<file path="config.mk">
export PLATFORM = sky130hd
export DESIGN_NAME = lsu_mem_initiator_flat
export DESIGN_NICKNAME = d
export VERILOG_FILES = /design/src/rtl/lsu_mem_initiator_if.sv /design/src/rtl/lsu_mem_initiator.sv /design/src/flat_wrapper.sv
export SDC_FILE = /design/constraint.sdc
export NUM_CORES = 1
export LEC_CHECK = 0
export BUFFER_PORTS_ARGS = -buffer_cell sky130_fd_sc_hd__buf_2
export CORE_MARGIN = 10
export CORE_UTILIZATION = 35
export CTS_CLUSTER_SIZE = 20
export DETAILED_ROUTE_END_ITERATION = 10
export GPL_ROUTABILITY_DRIVEN = 0
export PLACE_DENSITY = 0.7
export REMOVE_ABC_BUFFERS = 1
export SYNTH_ARGS = -nofsm -noshare
export SYNTH_HDL_FRONTEND = slang
export SYNTH_SLANG_ARGS = --single-unit
</file>
<file path="constraint.sdc">
create_clock -name clock -period 1.8 [get_ports clock]
set_input_delay 0 -clock clock [delete_from_list [all_inputs] [get_ports clock]]
set_output_delay 0 -clock clock [all_outputs]
set_load 0.005 [all_outputs]
</file>
<file path="src/rtl/lsu_mem_initiator_if.sv">
// Bundle of the MEM-stage request/response handshake and the word-port data memory bus.
// The slave modport is the initiator's view; master is the pipeline-plus-memory side.
interface lsu_mem_initiator_if #(
    parameter int ADDR_W = 32
);
    logic              req_valid;
    logic              req_ready;
    logic              req_store;
    logic [2:0]        req_funct3;
    logic [ADDR_W-1:0] req_addr;
    logic [31:0]       req_wdata;
    logic              resp_valid;
    logic [31:0]       resp_rdata;
    logic              resp_err;
    logic [ADDR_W-1:0] mem_addr;
    logic [31:0]       mem_wdata;
    logic              mem_esc;
    logic              mem_read;
    logic [31:0]       mem_rdata;

    modport slave (
        input  req_valid, req_store, req_funct3, req_addr, req_wdata, mem_rdata,
        output req_ready, resp_valid, resp_rdata, resp_err,
        output mem_addr, mem_wdata, mem_esc, mem_read
    );

    modport master (
        output req_valid, req_store, req_funct3, req_addr, req_wdata, mem_rdata,
        input  req_ready, resp_valid, resp_rdata, resp_err,
        input  mem_addr, mem_wdata, mem_esc, mem_read
    );
endinterface

</file>
<file path="src/rtl/lsu_mem_initiator.sv">
// Load/store initiator: one request at a time, byte/half lane handling on a big-endian
// word memory, read-modify-write for SB/SH, and error screening before any memory strobe.
module lsu_mem_initiator #(
    parameter int ADDR_W    = 32,
    parameter int MEM_BYTES = 2032
) (
    input  logic                 clock,
    input  logic                 reset_n,
    lsu_mem_initiator_if.slave   bus,
    output logic [2:0]           state_dbg
);
    typedef enum logic [2:0] {
        S_IDLE   = 3'd0,
        S_LOAD   = 3'd1,
        S_RMW_RD = 3'd2,
        S_WRITE  = 3'd3,
        S_RESP   = 3'd4
    } state_t;

    state_t            state;
    logic              req_ready_q;
    logic              resp_valid_q;
    logic [31:0]       resp_rdata_q;
    logic              resp_err_q;
    logic [ADDR_W-1:0] mem_addr_q;
    logic [31:0]       mem_wdata_q;
    logic              mem_esc_q;
    logic              mem_read_q;
    logic [2:0]        f3_q;
    logic [1:0]        off_q;
    logic [31:0]       wdata_q;

    // Handshake: a request transfers on a rising edge where req_valid && req_ready;
    // req_ready is high only in IDLE, resp_valid is a single-cycle pulse with no back-pressure.
    logic              accept;
    logic [1:0]        off_in;
    logic [ADDR_W-1:0] word_addr;
    logic [ADDR_W:0]   last_byte;
    logic              misaligned;
    logic              out_of_range;
    logic              bad_funct3;
    logic              req_err;

    always_comb begin
        accept       = bus.req_valid && req_ready_q;
        off_in       = bus.req_addr[1:0];
        word_addr    = {bus.req_addr[ADDR_W-1:2], 2'b00};
        last_byte    = {1'b0, word_addr} + (ADDR_W+1)'(3);
        out_of_range = last_byte >= (ADDR_W+1)'(MEM_BYTES);
        misaligned   = ((bus.req_funct3[1:0] == 2'b01) && off_in[0]) ||
                       ((bus.req_funct3[1:0] == 2'b10) && (off_in != 2'b00));
        if (bus.req_store) begin
            bad_funct3 = bus.req_funct3[2] || (bus.req_funct3 == 3'b011);
        end else begin
            bad_funct3 = (bus.req_funct3 == 3'b011) || (bus.req_funct3 == 3'b110) ||
                         (bus.req_funct3 == 3'b111);
        end
        req_err = misaligned || out_of_range || bad_funct3;
    end

    // Byte at offset k lives in bits [31-8k -: 8] of the word (big-endian).
    function automatic logic [31:0] load_ext(input logic [31:0] w, input logic [2:0] f3,
                                             input logic [1:0] off);
        logic [7:0]  b;
        logic [15:0] h;
        case (off)
            2'd0:    b = w[31:24];
            2'd1:    b = w[23:16];
            2'd2:    b = w[15:8];
            default: b = w[7:0];
        endcase
        h = off[1] ? w[15:0] : w[31:16];
        case (f3)
            3'b000:  load_ext = {{24{b[7]}}, b};
            3'b001:  load_ext = {{16{h[15]}}, h};
            3'b100:  load_ext = {24'd0, b};
            3'b101:  load_ext = {16'd0, h};
            default: load_ext = w;
        endcase
    endfunction

    function automatic logic [31:0] store_merge(input logic [31:0] w, input logic [31:0] d,
                                                input logic [2:0] f3, input logic [1:0] off);
        logic [31:0] r;
        r = w;
        if (f3 == 3'b000) begin
            case (off)
                2'd0:    r[31:24] = d[7:0];
                2'd1:    r[23:16] = d[7:0];
                2'd2:    r[15:8]  = d[7:0];
                default: r[7:0]   = d[7:0];
            endcase
        end else if (f3 == 3'b001) begin
            if (off[1]) r[15:0] = d[15:0];
            else        r[31:16] = d[15:0];
        end else begin
            r = d;
        end
        return r;
    endfunction

    always_ff @(posedge clock or negedge reset_n) begin
        if (!reset_n) begin
            state        <= S_IDLE;
            req_ready_q  <= 1'b1;
            resp_valid_q <= 1'b0;
            resp_rdata_q <= 32'd0;
            resp_err_q   <= 1'b0;
            mem_addr_q   <= '0;
            mem_wdata_q  <= 32'd0;
            mem_esc_q    <= 1'b0;
            mem_read_q   <= 1'b0;
            f3_q         <= 3'd0;
            off_q        <= 2'd0;
            wdata_q      <= 32'd0;
        end else begin
            case (state)
                S_IDLE: begin
                    if (accept) begin
                        req_ready_q <= 1'b0;
                        f3_q        <= bus.req_funct3;
                        off_q       <= off_in;
                        wdata_q     <= bus.req_wdata;
                        if (req_err) begin
                            state        <= S_RESP;
                            resp_valid_q <= 1'b1;
                            resp_err_q   <= 1'b1;
                            resp_rdata_q <= 32'd0;
                        end else begin
                            mem_addr_q <= word_addr;
                            if (!bus.req_store) begin
                                mem_read_q <= 1'b1;
                                state      <= S_LOAD;
                            end else if (bus.req_funct3 == 3'b010) begin
                                mem_esc_q   <= 1'b1;
                                mem_wdata_q <= bus.req_wdata;
                                state       <= S_WRITE;
                            end else begin
                                mem_read_q <= 1'b1;
                                state      <= S_RMW_RD;
                            end
                        end
                    end
                end
                S_LOAD: begin
                    mem_read_q   <= 1'b0;
                    resp_rdata_q <= load_ext(bus.mem_rdata, f3_q, off_q);
                    resp_err_q   <= 1'b0;
                    resp_valid_q <= 1'b1;
                    state        <= S_RESP;
                end
                S_RMW_RD: begin
                    mem_read_q  <= 1'b0;
                    mem_esc_q   <= 1'b1;
                    mem_wdata_q <= store_merge(bus.mem_rdata, wdata_q, f3_q, off_q);
                    state       <= S_WRITE;
                end
                S_WRITE: begin
                    mem_esc_q    <= 1'b0;
                    resp_rdata_q <= 32'd0;
                    resp_err_q   <= 1'b0;
                    resp_valid_q <= 1'b1;
                    state        <= S_RESP;
                end
                S_RESP: begin
                    resp_valid_q <= 1'b0;
                    req_ready_q  <= 1'b1;
                    state        <= S_IDLE;
                end
                default: begin
                    state       <= S_IDLE;
                    req_ready_q <= 1'b1;
                    mem_esc_q   <= 1'b0;
                    mem_read_q  <= 1'b0;
                end
            endcase
        end
    end

    assign bus.req_ready  = req_ready_q;
    assign bus.resp_valid = resp_valid_q;
    assign bus.resp_rdata = resp_rdata_q;
    assign bus.resp_err   = resp_err_q;
    assign bus.mem_addr   = mem_addr_q;
    assign bus.mem_wdata  = mem_wdata_q;
    assign bus.mem_esc    = mem_esc_q;
    assign bus.mem_read   = mem_read_q;
    assign state_dbg      = state;
endmodule

</file>
<file path="src/flat_wrapper.sv">
// flat-port wrapper written by rule: the top's interface ports become plain ports
module lsu_mem_initiator_flat 
#(
    parameter int ADDR_W    = 32,
    parameter int MEM_BYTES = 2032
)
  (clock, reset_n, state_dbg, bus_req_valid, bus_req_store, bus_req_funct3, bus_req_addr, bus_req_wdata, bus_mem_rdata, bus_req_ready, bus_resp_valid, bus_resp_rdata, bus_resp_err, bus_mem_addr, bus_mem_wdata, bus_mem_esc, bus_mem_read);
  lsu_mem_initiator_if #(.ADDR_W(ADDR_W)) bus_i ();
  input  logic clock;
  input  logic reset_n;
  output logic [2:0] state_dbg;
  input wire logic [$bits(bus_i.req_valid)-1:0] bus_req_valid;
  input wire logic [$bits(bus_i.req_store)-1:0] bus_req_store;
  input wire logic [$bits(bus_i.req_funct3)-1:0] bus_req_funct3;
  input wire logic [$bits(bus_i.req_addr)-1:0] bus_req_addr;
  input wire logic [$bits(bus_i.req_wdata)-1:0] bus_req_wdata;
  input wire logic [$bits(bus_i.mem_rdata)-1:0] bus_mem_rdata;
  output wire logic [$bits(bus_i.req_ready)-1:0] bus_req_ready;
  output wire logic [$bits(bus_i.resp_valid)-1:0] bus_resp_valid;
  output wire logic [$bits(bus_i.resp_rdata)-1:0] bus_resp_rdata;
  output wire logic [$bits(bus_i.resp_err)-1:0] bus_resp_err;
  output wire logic [$bits(bus_i.mem_addr)-1:0] bus_mem_addr;
  output wire logic [$bits(bus_i.mem_wdata)-1:0] bus_mem_wdata;
  output wire logic [$bits(bus_i.mem_esc)-1:0] bus_mem_esc;
  output wire logic [$bits(bus_i.mem_read)-1:0] bus_mem_read;
  assign bus_i.req_valid = bus_req_valid;
  assign bus_i.req_store = bus_req_store;
  assign bus_i.req_funct3 = bus_req_funct3;
  assign bus_i.req_addr = bus_req_addr;
  assign bus_i.req_wdata = bus_req_wdata;
  assign bus_i.mem_rdata = bus_mem_rdata;
  assign bus_req_ready = bus_i.req_ready;
  assign bus_resp_valid = bus_i.resp_valid;
  assign bus_resp_rdata = bus_i.resp_rdata;
  assign bus_resp_err = bus_i.resp_err;
  assign bus_mem_addr = bus_i.mem_addr;
  assign bus_mem_wdata = bus_i.mem_wdata;
  assign bus_mem_esc = bus_i.mem_esc;
  assign bus_mem_read = bus_i.mem_read;
  lsu_mem_initiator #(.ADDR_W(ADDR_W), .MEM_BYTES(MEM_BYTES)) u_core (.clock(clock), .reset_n(reset_n), .bus(bus_i), .state_dbg(state_dbg));
endmodule
</file>
After elaboration in Yosys (flattened, before gate mapping) --
Index checks and enable logic that the tools add are counted. Widths: inputs -> output; s select.
Operators by class: order comparisons 1, shift-type cells 0, $mul 0, equal/unequal tests 21, muxes and demuxes 41, reductions and logical operators 31, add/sub/neg operators 1, bitwise logic cells 4, divide/modulo/power cells 0
Operators by type and width (count):
- $mux 32 | 8
- $pmux 32 s4 | 1
- $pmux 32 s3 | 1
- $pmux 32 s2 | 1
- $mux 16 | 3
- $add 32x2->33 const B | 1
- $ge 33x11->1 const B | 1
- $mux 8 | 4
- $pmux 8 s3 | 1
- $eq 3x3->1 const B | 5
- $mux 1 | 13
- $eq 3x2->1 const B | 4
- $reduce_and 3->1 | 4
- $reduce_and 5->1 | 2
- $mux 3 | 3
- $pmux 3 s3 | 1
- $eq 3x1->1 const B | 2
- $logic_not 3->1 | 2
- $logic_or 1x1->1 | 6
- $ne 2x1->1 const B | 3
- $pmux 1 s2 | 3
- $pmux 1 s3 | 2
- $reduce_bool 2->1 | 3
- $reduce_bool 3->1 | 2
- 11 further kinds | 23
Storage, ports and cells: bits of input ports 103, latch bits 0, logic and storage cells 111, output and inout bits 104, memory bits (read-only) 0, memories 0, register bits 139, memory bits (writable) 0

Depth between registers and ports, before layout --
depth after elaboration 8, gate-level depth with buffers 9, depth with buffers taken out 6

Worst setup path before layout --
No wires, ideal clock.
kind register to register, from reg u_core.req_ready_q (netlist: u_core.bus.req_ready), to reg u_core.mem_wdata_q[23] (netlist: u_core.bus.mem_wdata[23]), buffers on the path 2, required time 1672 ps, stages on the path, launching flop included 8, setup slack -226 ps, arrival time 1899 ps, cell sequence dfstp_2 > nand2_1 > and2b_1 > buf_4 > nand4_4 > a21oi_4 > buf_6 > mux2_1
On the way: word-level cells in the longest chain between the ends 3
RTL lines:
- start, declared | line lsu_mem_initiator.sv:21 | logic req_ready_q;
- start signal, assigned | line lsu_mem_initiator.sv:105 | req_ready_q <= 1'b1;
- start signal, assigned | line lsu_mem_initiator.sv:120 | req_ready_q <= 1'b0;
- start signal, assigned | line lsu_mem_initiator.sv:167 | req_ready_q <= 1'b1;
- $logic_and 1x1->1 | line lsu_mem_initiator.sv:45 | accept = bus.req_valid && req_ready_q;
- $ne 2x1->1 (no source line)
- $reduce_and 5->1 (no source line)
- end signal, assigned | line lsu_mem_initiator.sv:136 | mem_wdata_q <= bus.req_wdata;
- end signal, assigned | line lsu_mem_initiator.sv:155 | mem_wdata_q <= store_merge(bus.mem_rdata, wdata_q, f3_q, off_q);
- end, declared | line lsu_mem_initiator.sv:26 | logic [31:0] mem_wdata_q;
Every way passes these cells. A chain may end at the register's enable or synchronous reset.

Worst setup path after layout --
from reg u_core.off_q[0], to reg u_core.mem_wdata_q[18] (netlist: u_core.bus.mem_wdata[18])
On the way: word-level cells in the longest chain between the ends 4
RTL lines:
- start, declared | line lsu_mem_initiator.sv:30 | logic [1:0] off_q;
- start signal, assigned | line lsu_mem_initiator.sv:122 | off_q <= off_in;
- $eq 2x1->1 | line lsu_mem_initiator.sv:87 | case (off)
- $mux 8 | line lsu_mem_initiator.sv:87
- $mux 32 | line lsu_mem_initiator.sv:86 | if (f3 == 3'b000) begin
- $pmux 32 s2 | line lsu_mem_initiator.sv:117 | case (state)
Every way passes these cells.

==> impl_metrics.ini <==
[status]
outcome = finished, final reports clean

[clock_network]
h-tree-depth = 4
cts_root_buf = clkbuf_16
cts_buffers = 17
clockBufferDepth = 2
clock_latency_ns = 0.43
cts.reportedPaths.clkPinSlew_ns = 0.06
cts_tree = yes
cts_sinks = 139

[sta]
finalCriticalPeriod_ns = 1.80
worstMarginPinSlew_ns = 0.523
slew_violations = 0
slew_headroom = 0.651
skew_ns = 0.00720
period_share = 1.00
tns_ns = 0
layout_setup_ws_ns = 0.000320
max_freq_mhz = 556
fin_hold_ws_ns = 0.0818
finalSetupViolations = 0
rsz0062_at_grt = yes
finalHoldViolations = 0

[setup_path]
r2r_end = u_core.bus.mem_wdata[18]$_DFFE_PN0P_
ff2ff_setup_slack_ns = 0.0003
cp_max_fo = 7
r2r-start = u_core.off_q[0]$_DFFE_PN0P_
worstPathRequired_ns = 2.12
startpoint = u_core.off_q[0]$_DFFE_PN0P_
r2r_cells = 6
critPathKind = register to register
start_kind = register
crit_end = u_core.bus.mem_wdata[18]$_DFFE_PN0P_
worstPathArrival_ns = 2.12
crit_path_end_kind = register

[die]
die_h_um = 160
core_um2 = 19300
die-area_um2 = 25500
start_util = 0.354
row_count = 51
die_x_um = 160
io_pins = 207

[placed_design]
dp_hpwl_mm = 18.4
portBuffers = 204
dp_slack_ns = -0.107
dpl_cell_area_um2 = 8550
dp.cells = 1147

[logic_synthesis]
yosysMostFrequentCell = dfrtp_1
ys_ff_latch = 139
synth_area_leaders = dfrtp_1 (51%), mux2_2 (9.9%), nand2_1 (4.1%)
synthArstFlopShare = 1.00
seq_area_frac_synth = 0.509
yosysUniqueCellTypes = 53
syn-cell-area_um2 = 6840
synth_warnings = 0
yosys-top-cells-count = dfrtp_1 (138), nand2_1 (74), mux2_2 (60)
postSynthAreaPerCell_um2 = 10.2
synth_edf_count = 0
ys.flop_type = dfrtp_1
yosys.area.top_type = dfrtp_1
synth_top_area_frac = 0.505
syn-instance-count = 668

[global_routing]
antenna_found_initial = 0
grt_max_degree = 51
grt_pass1_wl_mm = 38.7
overflow = 0
grt.total_usage = 0.190
first_global_vias = 6771

[detailed_routing]
num_vias = 6653
drt-initial-drc-count = 613
drc = 0
first_pass_iters = 6
vias_per_cell = 5.29
ant_nets = 0
wl_per_cell_um = 20.0
finalWirelength_mm = 25.2

[hold_path]
hold_path.class = input pin to register

[final_layout]
num_antenna_cells = 0
finalNonFillerCells = 1257
drive_gt1_frac = 0.401
final_util = 0.521
syn2layout_area_growth_pct = 47.4
nets = 1082
stdcell_area_um2 = 10100

[power_and_ir_drop]
vdd_drop_max_mv = 0.890
powerDensity_nw_per_um2 = 1170
power_mw = 11.8
p_leak_nw = 4.78

[flow_run]
max-cap-violations = 0
-- logic make-up after synthesis --
group / count (synthesis) / share of synthesized area
compound gates: 200 / 0.188
simple gates: 185 / 0.135
flops: 139 / 0.509
mux: 78 / 0.125
buf+inv: 64 / 0.0401
xor+xnor: 1 / 0.00128
other cells: 1 / 0.000549
-- sequential cells by signal, summed over array words and instances, names as in the netlist --
name and count:
u_core.wdata_q 32, u_core.bus.resp_valid 1, u_core.bus.mem_esc 1, u_core.bus.mem_wdata 32, u_core.bus.resp_rdata 32, u_core.off_q 2
u_core.bus.req_ready 1, u_core.bus.resp_err 1, u_core.state_dbg 3, u_core.bus.mem_addr 30, u_core.bus.mem_read 1, u_core.f3_q 3
-- what timing repair did --
action                                 in CTS  in global routing
pin swaps                                   2                  5
setup buffers                               0                  3
endpoints found under the hold margin     243                  0
setup endpoints to repair                  38                 78
hold buffers                               72                  0
cloned                                      0                  3
resized for setup                          16                 25
-- metal layers --
| layer | vias up | global-route usage | part of all wire |
|---|---|---|---|
| met5 | - | 0 | 0 |
| met4 | 0 | 0.0548 | 0.020 |
| met3 | 41 | 0.0542 | 0.074 |
| met2 | 288 | 0.305 | 0.49 |
| met1 | 3254 | 0.244 | 0.42 |
| li1 | 3070 | - | - |
-- power breakdown --
group          switching [mW]  leakage [nW]  internal (mW)
Sequential              0.418          1.76           3.61
Combinational            2.27          2.74           2.04
Clock                    1.36         0.279           2.10
-- worst min-delay path by stage --
stage | startpoint | slack [ns] | endpoint | cells past startpoint
finish | bus_mem_rdata[9] | 0.08 | u_core.bus.resp_rdata[9]$_DFFE_PN0P_ | 4
global route | bus_mem_rdata[9] | 0.1 | u_core.bus.resp_rdata[9]$_DFFE_PN0P_ | 4
CTS | bus_req_valid | 0.007 | u_core.bus.req_ready$_DFFE_PN1P_ | 4
detailed placement | reset_n | -0.005 | u_core.bus.mem_addr[17]$_DFFE_PN0P_ | 1
global placement | reset_n | -0.01 | u_core.bus.mem_addr[21]$_DFFE_PN0P_ | 1
floorplan | reset_n | -0.30 | u_core.bus.mem_addr[10]$_DFFE_PN0P_ | 0
-- layout make-up --
| type | instances | area (um2) |
|---|---|---|
| clock inverters | 11 | 120 |
| repair buffers | 343 | 2440 |
| multi-input cells | 466 | 3190 |
| fillers | 1732 | 9260 |
| well taps | 265 | 332 |
| flip-flops and latches | 139 | 3480 |
| clock buffers | 21 | 460 |
| inverters | 12 | 45.0 |
-- worst max-delay path: stages, from the launching register on --
cell      delay, ns
dfrtp_1        0.38
or2_2          0.34
nand2_2        0.14
buf_12         0.14
mux2i_2        0.26
o221ai_1       0.15
mux2_2         0.27
-- cell usage in the layout, fill, tap and decap left out, drive strengths merged, types with 18 or more instances in the layout --
cell         count
buf            268
dfrtp          138
nand2           74
dlygate4sd3     72
o21ai           70
mux2            61
nor3            25
clkbuf          24
nor2            23
a21oi           22
and2            21
a211oi          18
Note: power is estimated with default switching activity, not from simulation.
